## config.mk

```make
export PLATFORM = sky130hd
export DESIGN_NAME = normshift_pipe
export DESIGN_NICKNAME = d
export VERILOG_FILES = /design/src/rtl/normshift_pipe.sv
export SDC_FILE = /design/constraint.sdc
export NUM_CORES = 1
export LEC_CHECK = 0
export BUFFER_PORTS_ARGS = -buffer_cell sky130_fd_sc_hd__buf_2
export CAP_MARGIN = 30
export CORE_MARGIN = 3
export CORE_UTILIZATION = 55
export CTS_CLUSTER_DIAMETER = 120
export CTS_CLUSTER_SIZE = 10
export DETAILED_ROUTE_END_ITERATION = 12
export GPL_ROUTABILITY_DRIVEN = 0
export PLACE_DENSITY_LB_ADDON = 0.1
export SLEW_MARGIN = 20
export SYNTH_ARGS = -nofsm -noshare
export SYNTH_HDL_FRONTEND = slang
export SYNTH_SLANG_ARGS = --single-unit
```

## constraint.sdc

```tcl
create_clock -name clk -period 2.8 [get_ports clk]
set_input_delay 0.56 -clock clk [delete_from_list [all_inputs] [get_ports clk]]
set_output_delay 0.56 -clock clk [all_outputs]
set_load 0.03 [all_outputs]
```

## src/rtl/normshift_pipe.sv

```systemverilog
// Pipelined logical left/right significand shifter with valid/ready handshake, flush and tag.
// Define NORMSHIFT_STICKY_EN to build the right-shift sticky accumulation; otherwise Sticky is 0.
module normshift_pipe #(
    parameter int WIDTH    = 64,
    parameter int LOGWIDTH = 7,
    parameter int STAGES   = 2,
    parameter int TAGW     = 4
) (
    input  logic                clk,
    input  logic                reset,
    input  logic                Flush,
    input  logic                InValid,
    output logic                InReady,
    input  logic                ShiftRight,
    input  logic [LOGWIDTH-1:0] ShiftAmt,
    input  logic [WIDTH-1:0]    ShiftIn,
    input  logic [TAGW-1:0]     TagIn,
    output logic                OutValid,
    input  logic                OutReady,
    output logic [WIDTH-1:0]    Shifted,
    output logic                Sticky,
    output logic [TAGW-1:0]     TagOut
);

    // Shift-amount bit b is applied by stage (b*STAGES)/LOGWIDTH: contiguous, non-empty groups.
    function automatic logic [LOGWIDTH-1:0] group_mask(input int s);
        logic [LOGWIDTH-1:0] m;
        m = '0;
        for (int b = 0; b < LOGWIDTH; b++) begin
            if ((b * STAGES) / LOGWIDTH == s) m[b] = 1'b1;
        end
        return m;
    endfunction

    function automatic logic [WIDTH-1:0] stage_shift(input logic [WIDTH-1:0] x,
                                                     input logic [LOGWIDTH-1:0] amt,
                                                     input logic right);
        return right ? (x >> amt) : (x << amt);
    endfunction

    logic [STAGES-1:0]   valid_q;
    logic [STAGES-1:0]   load;
    logic [STAGES-1:0]   right_q;
    logic [WIDTH-1:0]    data_q [STAGES];
    logic [WIDTH-1:0]    data_d [STAGES];
    logic [LOGWIDTH-1:0] amt_q  [STAGES];
    logic [TAGW-1:0]     tag_q  [STAGES];
    logic                accept;

    // A stage loads when empty or when its successor loads; the chain starts at OutReady.
    always_comb begin
        logic chain;
        // NOTE: every combinational output gets a value on every path, so no latch is inferred.
        chain = !valid_q[STAGES-1] | OutReady;
        load  = '0;
        load[STAGES-1] = chain;
        for (int s = STAGES - 2; s >= 0; s--) begin
            chain   = !valid_q[s] | chain;
            load[s] = chain;
        end
    end

    assign accept  = InValid & !Flush & load[0];
    assign InReady = reset | (!Flush & load[0]);

    always_comb begin
        data_d[0] = stage_shift(ShiftIn, ShiftAmt & group_mask(0), ShiftRight);
        for (int s = 1; s < STAGES; s++) begin
            data_d[s] = stage_shift(data_q[s-1], amt_q[s-1] & group_mask(s), right_q[s-1]);
        end
    end

    // NOTE: state uses non-blocking assignments so every stage samples its predecessor's old value.
    always_ff @(posedge clk) begin
        if (reset) begin
            // NOTE: payload registers are reset too because they drive the block outputs directly.
            valid_q <= '0;
            right_q <= '0;
            for (int s = 0; s < STAGES; s++) begin
                data_q[s] <= '0;
                amt_q[s]  <= '0;
                tag_q[s]  <= '0;
            end
        end else begin
            if (Flush) begin
                valid_q <= '0;
            end else begin
                if (load[0]) valid_q[0] <= InValid;
                for (int s = 1; s < STAGES; s++) begin
                    if (load[s]) valid_q[s] <= valid_q[s-1];
                end
            end
            if (accept) begin
                data_q[0]  <= data_d[0];
                amt_q[0]   <= ShiftAmt;
                right_q[0] <= ShiftRight;
                tag_q[0]   <= TagIn;
            end
            // Payload moves only with a real operation, so held outputs never glitch on bubbles.
            for (int s = 1; s < STAGES; s++) begin
                if (load[s] && valid_q[s-1]) begin
                    data_q[s]  <= data_d[s];
                    amt_q[s]   <= amt_q[s-1];
                    right_q[s] <= right_q[s-1];
                    tag_q[s]   <= tag_q[s-1];
                end
            end
        end
    end

`ifdef NORMSHIFT_STICKY_EN
    // Bits dropped by one stage; an amount >= WIDTH makes the mask all ones.
    function automatic logic stage_lost(input logic [WIDTH-1:0] x,
                                        input logic [LOGWIDTH-1:0] amt,
                                        input logic right);
        return right & (|(x & ~({WIDTH{1'b1}} << amt)));
    endfunction

    logic [STAGES-1:0] sticky_q;
    logic [STAGES-1:0] sticky_d;

    always_comb begin
        sticky_d    = '0;
        sticky_d[0] = stage_lost(ShiftIn, ShiftAmt & group_mask(0), ShiftRight);
        for (int s = 1; s < STAGES; s++) begin
            sticky_d[s] = sticky_q[s-1] |
                          stage_lost(data_q[s-1], amt_q[s-1] & group_mask(s), right_q[s-1]);
        end
    end

    always_ff @(posedge clk) begin
        if (reset) begin
            sticky_q <= '0;
        end else begin
            if (accept) sticky_q[0] <= sticky_d[0];
            for (int s = 1; s < STAGES; s++) begin
                if (load[s] && valid_q[s-1]) sticky_q[s] <= sticky_d[s];
            end
        end
    end

    assign Sticky = sticky_q[STAGES-1];
`else
    assign Sticky = 1'b0;
`endif

    assign OutValid = valid_q[STAGES-1];
    assign Shifted  = data_q[STAGES-1];
    assign TagOut   = tag_q[STAGES-1];

endmodule

```

==> results.ini, run 1 <==
[critical_path]
max_stage_delay_ps=630
startpoint_type=primary input
cp_top_family=compound AO/OA/AOI/OAI gates
worstPathRequired_ps=3060
slowest_stage=a221oi_1
path_buf_inv=1
arrival_ps=2670
cp-end-kind=register
path_cells=buf_4 -> nand2b_1 -> o22ai_1 -> a221oi_1 -> a22oi_1 -> a21oi_1
critPathKind=in -> reg
worstPathMaxFanout=29

[routing]
drc=0
wl_per_cell_microns=24.8
vias_per_cell=7.09
dr.pass1.iters=7
ant_nets=0
routed_wl_microns=44100
dr.first_iter.drc_count=2112
vias=12600

[sta]
finalCritPeriodShare=0.858
rsz0062_at_grt=no
timing.fmax_mhz=416
tightest_slew_ps=861
finalClockSkew_ps=11.5
hold_viol_final=0
period_minus_slack_ps=2400
setup_viol=0
slew_headroom=0.425
setup_tns_ps=0
setup_ws_ps=398
maxSlewViolCount=0

[grt]
grt.overflow.total=0
grt_pass1_vias=11100
antenna_found_initial=0
groute.usage.overall=0.330
grt_max_degree=65
grt_pass1_wl_microns=66400

[logic_synthesis]
synth_ff_type=edfxtp_1
async_reset_ff_frac=0
synth-edff-count=139
yosysSeqAreaShare=0.328
ys_types=56
synthXorXnorAreaFrac=0
synthAdderAreaFrac=0
synthSimpleGateAreaFrac=0.116
ys_ff_latch=142
synth_nets=1493
ys_warn_count=0
synth_compound_area_frac=0.273
synth_top_family_by_area=compound AO/OA/AOI/OAI gates
syn_inst=1412
syn_area_sq_um=12900
syn_avg_cell_area_sq_um=9.14
muxShareOfSynthArea=0.190

[layout]
layout-drive-gt1-share=0.299
area_delta_synth_final_pct=11.0
layoutNonFillerInstCount=1779
design_area_sq_um=14300
fin_nets=1534
regArea_sq_um=4230
antennaDiodeCount=0
fillers=1972
multiInputGateArea_sq_um=7510

[power_and_ir_drop]
power.leakage_nw=5.30
p_per_area_nw_per_um2=483
max-vdd-ir-drop_mv=0.438
finalPower_w=0.00693

[clock_tree]
ctsResizeCount=0
clk_pin_slew_ps=60
post_cts_buffers=0
hold_buffers=0
cts_max_level=4
cts_buffer_depth=2
clk_latency_ps=430
clock_sink_count=142
cts_made_buffers=17
cts_tree=built
root_buffer=clkbuf_16

[placement]
place_area_sq_um=13800
io_buffers=150
placed_cells=1747
dp_slack_ps=155
dp_hpwl_microns=32600

[floorplanning]
num_rows=55
fp.dieH_microns=159
dieWidth_microns=159
io_pins=152
initial_core_util=0.565
core_sq_um=22800
fp.dieArea_sq_um=25300

[run_status]
outcome=complete, no violations

[min_path]
hp-class=in -> reg

[flow_run]
maxCapViolations=0

-- registers in the layout, indices dropped and copies added (netlist names) --
signal and cells:
tag_q 8, right_q 1, amt_q 3, valid_q 2
data_q 128
-- metal layers --
layer / GRT usage / up-vias / wire length [microns]
met3: 0.0913 / 171 / 6120
met2: 0.485 / 1059 / 18900
met4: 0.140 / 0 / 2130
li1: - / 5544 / -
met5: 0 / - / 0
met1: 0.460 / 5832 / 17000
-- area by class of cell --
class | instances | share of cell area
Inverter | 3 | 0.000786
Tap cell | 313 | 0.0273
Clock buffer | 17 | 0.0297
Sequential cell | 142 | 0.295
Timing Repair Buffer | 235 | 0.113
Clock inverter | 15 | 0.0102
Multi-Input combinational cell | 1054 | 0.524
-- stage by stage --
step	util	hold slack, ps
detailed placement	0.602	503
CTS	0.627	322
global route	0.627	337
global placement	0.602	501
floorplan	-	495
finish	0.627	336
-- power by group --
part           switching [W]  internal (W)
logic                0.00134      0.000805
registers           0.000100       0.00249
clock network       0.000893       0.00130
-- path summary, 6_finish.rpt --
kind,from,endpoint,slack [ps],depth (start not counted)
setup / recovery,ShiftAmt[0],data_q[0][2],400,6
hold / removal,Flush,valid_q[0],340,2
setup reg to reg,amt_q[0][4],data_q[0][74],560,4
hold reg to reg,tag_q[0][0],tag_q[0][4],520,1
-- synthesized netlist by cell type (2+ instances only) --
cell type  instances  area (sq um)
mux4_2            11           248
a221oi_1          20           175
clkbuf_1          80           300
o21ai_0           19          95.1
o21a_1             2          15.0
nand2b_1          15          93.8
nor2b_1           32           200
o2bb2a_1           2          20.0
edfxtp_1         139          4170
nand2_1           85           319
buf_1             15          56.3
a21oi_1           91           455
buf_6              7          78.8
a211oi_1          35           263
a21o_1            17           128
mux2i_1           53           531
a222oi_1           7          70.1
buf_4             81           608
o22a_1             3          26.3
inv_1              3          11.3
and2_1            15          93.8
dfxtp_1            3          60.1
a22oi_1          111           833
nand3b_1          18           135
mux2_2           142          1600
mux2_4             4          60.1
a2bb2oi_1          5          43.8
a32oi_1           18           158
buf_2             30           150
o2bb2ai_1          4          35.0
o22ai_1          159           995
o211ai_1           2          15.0
nand3_1            3          15.0
o32a_1             2          20.0
or2_2              3          18.8
nor2_1           136           510
nor3_1            12          60.1
a221o_1            3          30.0
a22o_1             8          70.1
-- worst register-to-register path, cell delays in order (launching register included) --
cell      delay [ps]
edfxtp_1         620
nor2_2           760
buf_4            390
nand2_1           80
a21oi_1          200
-- cells in the final DEF, fill, tap and decap left out, types with 20 or more instances in the layout --
| cell | instances |
|---|---|
| o22ai_1 | 159 |
| a221oi_1 | 20 |
| mux2i_1 | 53 |
| edfxtp_1 | 139 |
| mux2_2 | 142 |
| nor2_1 | 134 |
| a21oi_1 | 91 |
| buf_2 | 148 |
| buf_4 | 69 |
| nand2_1 | 84 |
| nor2b_1 | 30 |
| a211oi_1 | 35 |
| a22oi_1 | 111 |
-- cells by family after synthesis --
logic type | count (synthesis)
flip-flops | 142
AO/OA/AOI/OAI | 516
buffers and inverters | 216
AND/OR/NAND/NOR | 326
other | 1
multiplexers | 211
Power figures use the tool's default switching activity.
==> inputs of run 2 (changes only) <==
Settings changed: CORE_ASPECT_RATIO set to 1.1, TNS_END_PERCENT set to 1.
==> run 2 against run 1 <==
  * Fmax is 5.4% lower
  * Via count decreased by 0.58%
  * Worst setup slack worse by 140 ps
  * Critical endpoint is now data_q[0][45]
  * Clock power grew 3%
  * Critical path type unchanged
  * Power grew 0.79%
  * Highest routed layer unchanged
  * Count of clock-buffer cells in the layout grew 2
  * First-iteration DRC count decreased by 19%
==> results.ini, run 2 (synthesis gave the netlist of run 1 again) <==
[run_status]
outcome=complete, no violations

[layout]
antennaDiodeCount=0
fin_nets=1538
final_common_cell=o22ai_1
fin_util=0.625
layout-drive-gt1-share=0.302
largest_reg_flops=128
largestRegisters=data_q x128, tag_q x8, amt_q x3
regMostFlops=data_q
layout_common_cells=o22ai_1 (159), buf_2 (148), mux2_2 (142)
area_delta_synth_final_pct=11.4

[clock_tree]
cts_max_level=4
root_buffer=clkbuf_16
clk_latency_ps=430
cts_buffer_depth=2
clock_sink_count=142
cts_made_buffers=17
hold_buffers=0
clk_pin_slew_ps=70
cts_tree=built
post_cts_buffers=0
ctsResizeCount=0

[power_and_ir_drop]
p_seq_frac=0.371
p_per_area_nw_per_um2=486
switchingPower_w=0.00234
internal_power_w=0.00465
max-vdd-ir-drop_mv=0.429
swShare=0.334
p_comb_frac=0.304
power.leakage_nw=5.34
finalPower_w=0.00698
pwr-share-clk=0.324

[placement]
dp_slack_ps=-70.6
io_buffers=150
dp_hpwl_microns=32200

[sta]
setup_tns_ps=0
setup_viol=0
setup_ws_ps=260
finalCritPeriodShare=0.907
timing.fmax_mhz=394
whs_ps=340
maxSlewViolCount=0
rsz0062_at_grt=no
tightest_slew_ps=745
hold_viol_final=0
period_minus_slack_ps=2540
slew_headroom=0.502
finalClockSkew_ps=12.2

[routing]
routed_wl_microns=43600
ant_nets=0
wl_per_cell_microns=24.7
dr.first_iter.drc_count=1710
drc=0
route.met3.wl_microns=4890
dr.max_layer_used=met4
wl_met1_microns=17400
route.met2.wl_microns=19000
vias_per_cell=7.08
vias=12500
dr.pass1.iters=8

[min_path]
hp-class=in -> reg

[critical_path]
cp-end-kind=register
reg2reg_slack_ps=510
worstPathMaxFanout=40
arrival_ps=2700
critPathKind=in -> reg
worstPathRequired_ps=2960
startpoint_type=primary input

[grt]
groute.usage.overall=0.333
grt_max_degree=69
grt_pass1_wl_microns=67600
grt.overflow.total=0
antenna_found_initial=0
grt_pass1_vias=11300

[flow_run]
maxCapViolations=0

[floorplanning]
fp.dieH_microns=167
fp.dieArea_sq_um=25300
io_pins=152
dieWidth_microns=152
core_sq_um=23000
num_rows=58
initial_core_util=0.561

run 2: cell count changes in the layout (fill, tap and decap cells not counted):
cell	before	now
clkinv_2	4	1
buf_4	69	72
clkbuf_1	0	1
inv_6	2	5
buf_8	0	1
clkinvlp_4	2	0
clkinv_4	3	5
clkbuf_8	0	1
clkinv_1	2	0
run 2: critical path, stage by stage:
cell and delay [ps]:
buf_4 390, buf_12 290, mux2i_1 310, o22ai_1 150, a221o_1 420, a22oi_1 420, a21oi_1 140
run 2: layer usage:
layer	GRT usage	vias to the layer above
li1	-	5542
met1	0.467	5865
met2	0.505	965
met3	0.0631	161
met4	0.149	0
met5	0	-
run 2: final cells by class:
| class | count | area (sq um) |
|---|---|---|
| Multi-Input combinational cell | 1054 | 7510 |
| Tap cell | 300 | 375 |
| Timing Repair Buffer | 239 | 1660 |
| Clock inverter | 13 | 153 |
| Clock buffer | 19 | 443 |
| Sequential cell | 142 | 4230 |
| Fill cell | 2006 | 8620 |
| Inverter | 3 | 11.3 |
run 2: metrics by stage:
step / instances / area, sq um
detailed placement: 1738 / 13800
global route: 1770 / 14400
finish: 1770 / 14400
CTS: 1770 / 14400
global placement: 1737 / 13800
floorplan: 1412 / 12900
run 2: worst paths after layout:
path                from            end  depth (start not counted)
max          ShiftAmt[0]  data_q[0][45]                          7
min                Flush     valid_q[0]                          2
max reg2reg  amt_q[0][4]  data_q[0][79]                          6
min reg2reg  tag_q[0][0]    tag_q[0][4]                          1
run 2: power by group through the flow:
stage / Combinational, W / Sequential, W / Clock [W]
6_report: 0.00213 / 0.00259 / 0.00226
5_1_grt: 0.00224 / 0.00261 / 0.00239
3_3_place_gp: 0.00203 / 0.00263 / 0
4_1_cts: 0.00205 / 0.00259 / 0.00229
2_1_floorplan: 0.00145 / 0.00259 / 0
3_5_place_dp: 0.00203 / 0.00264 / 0
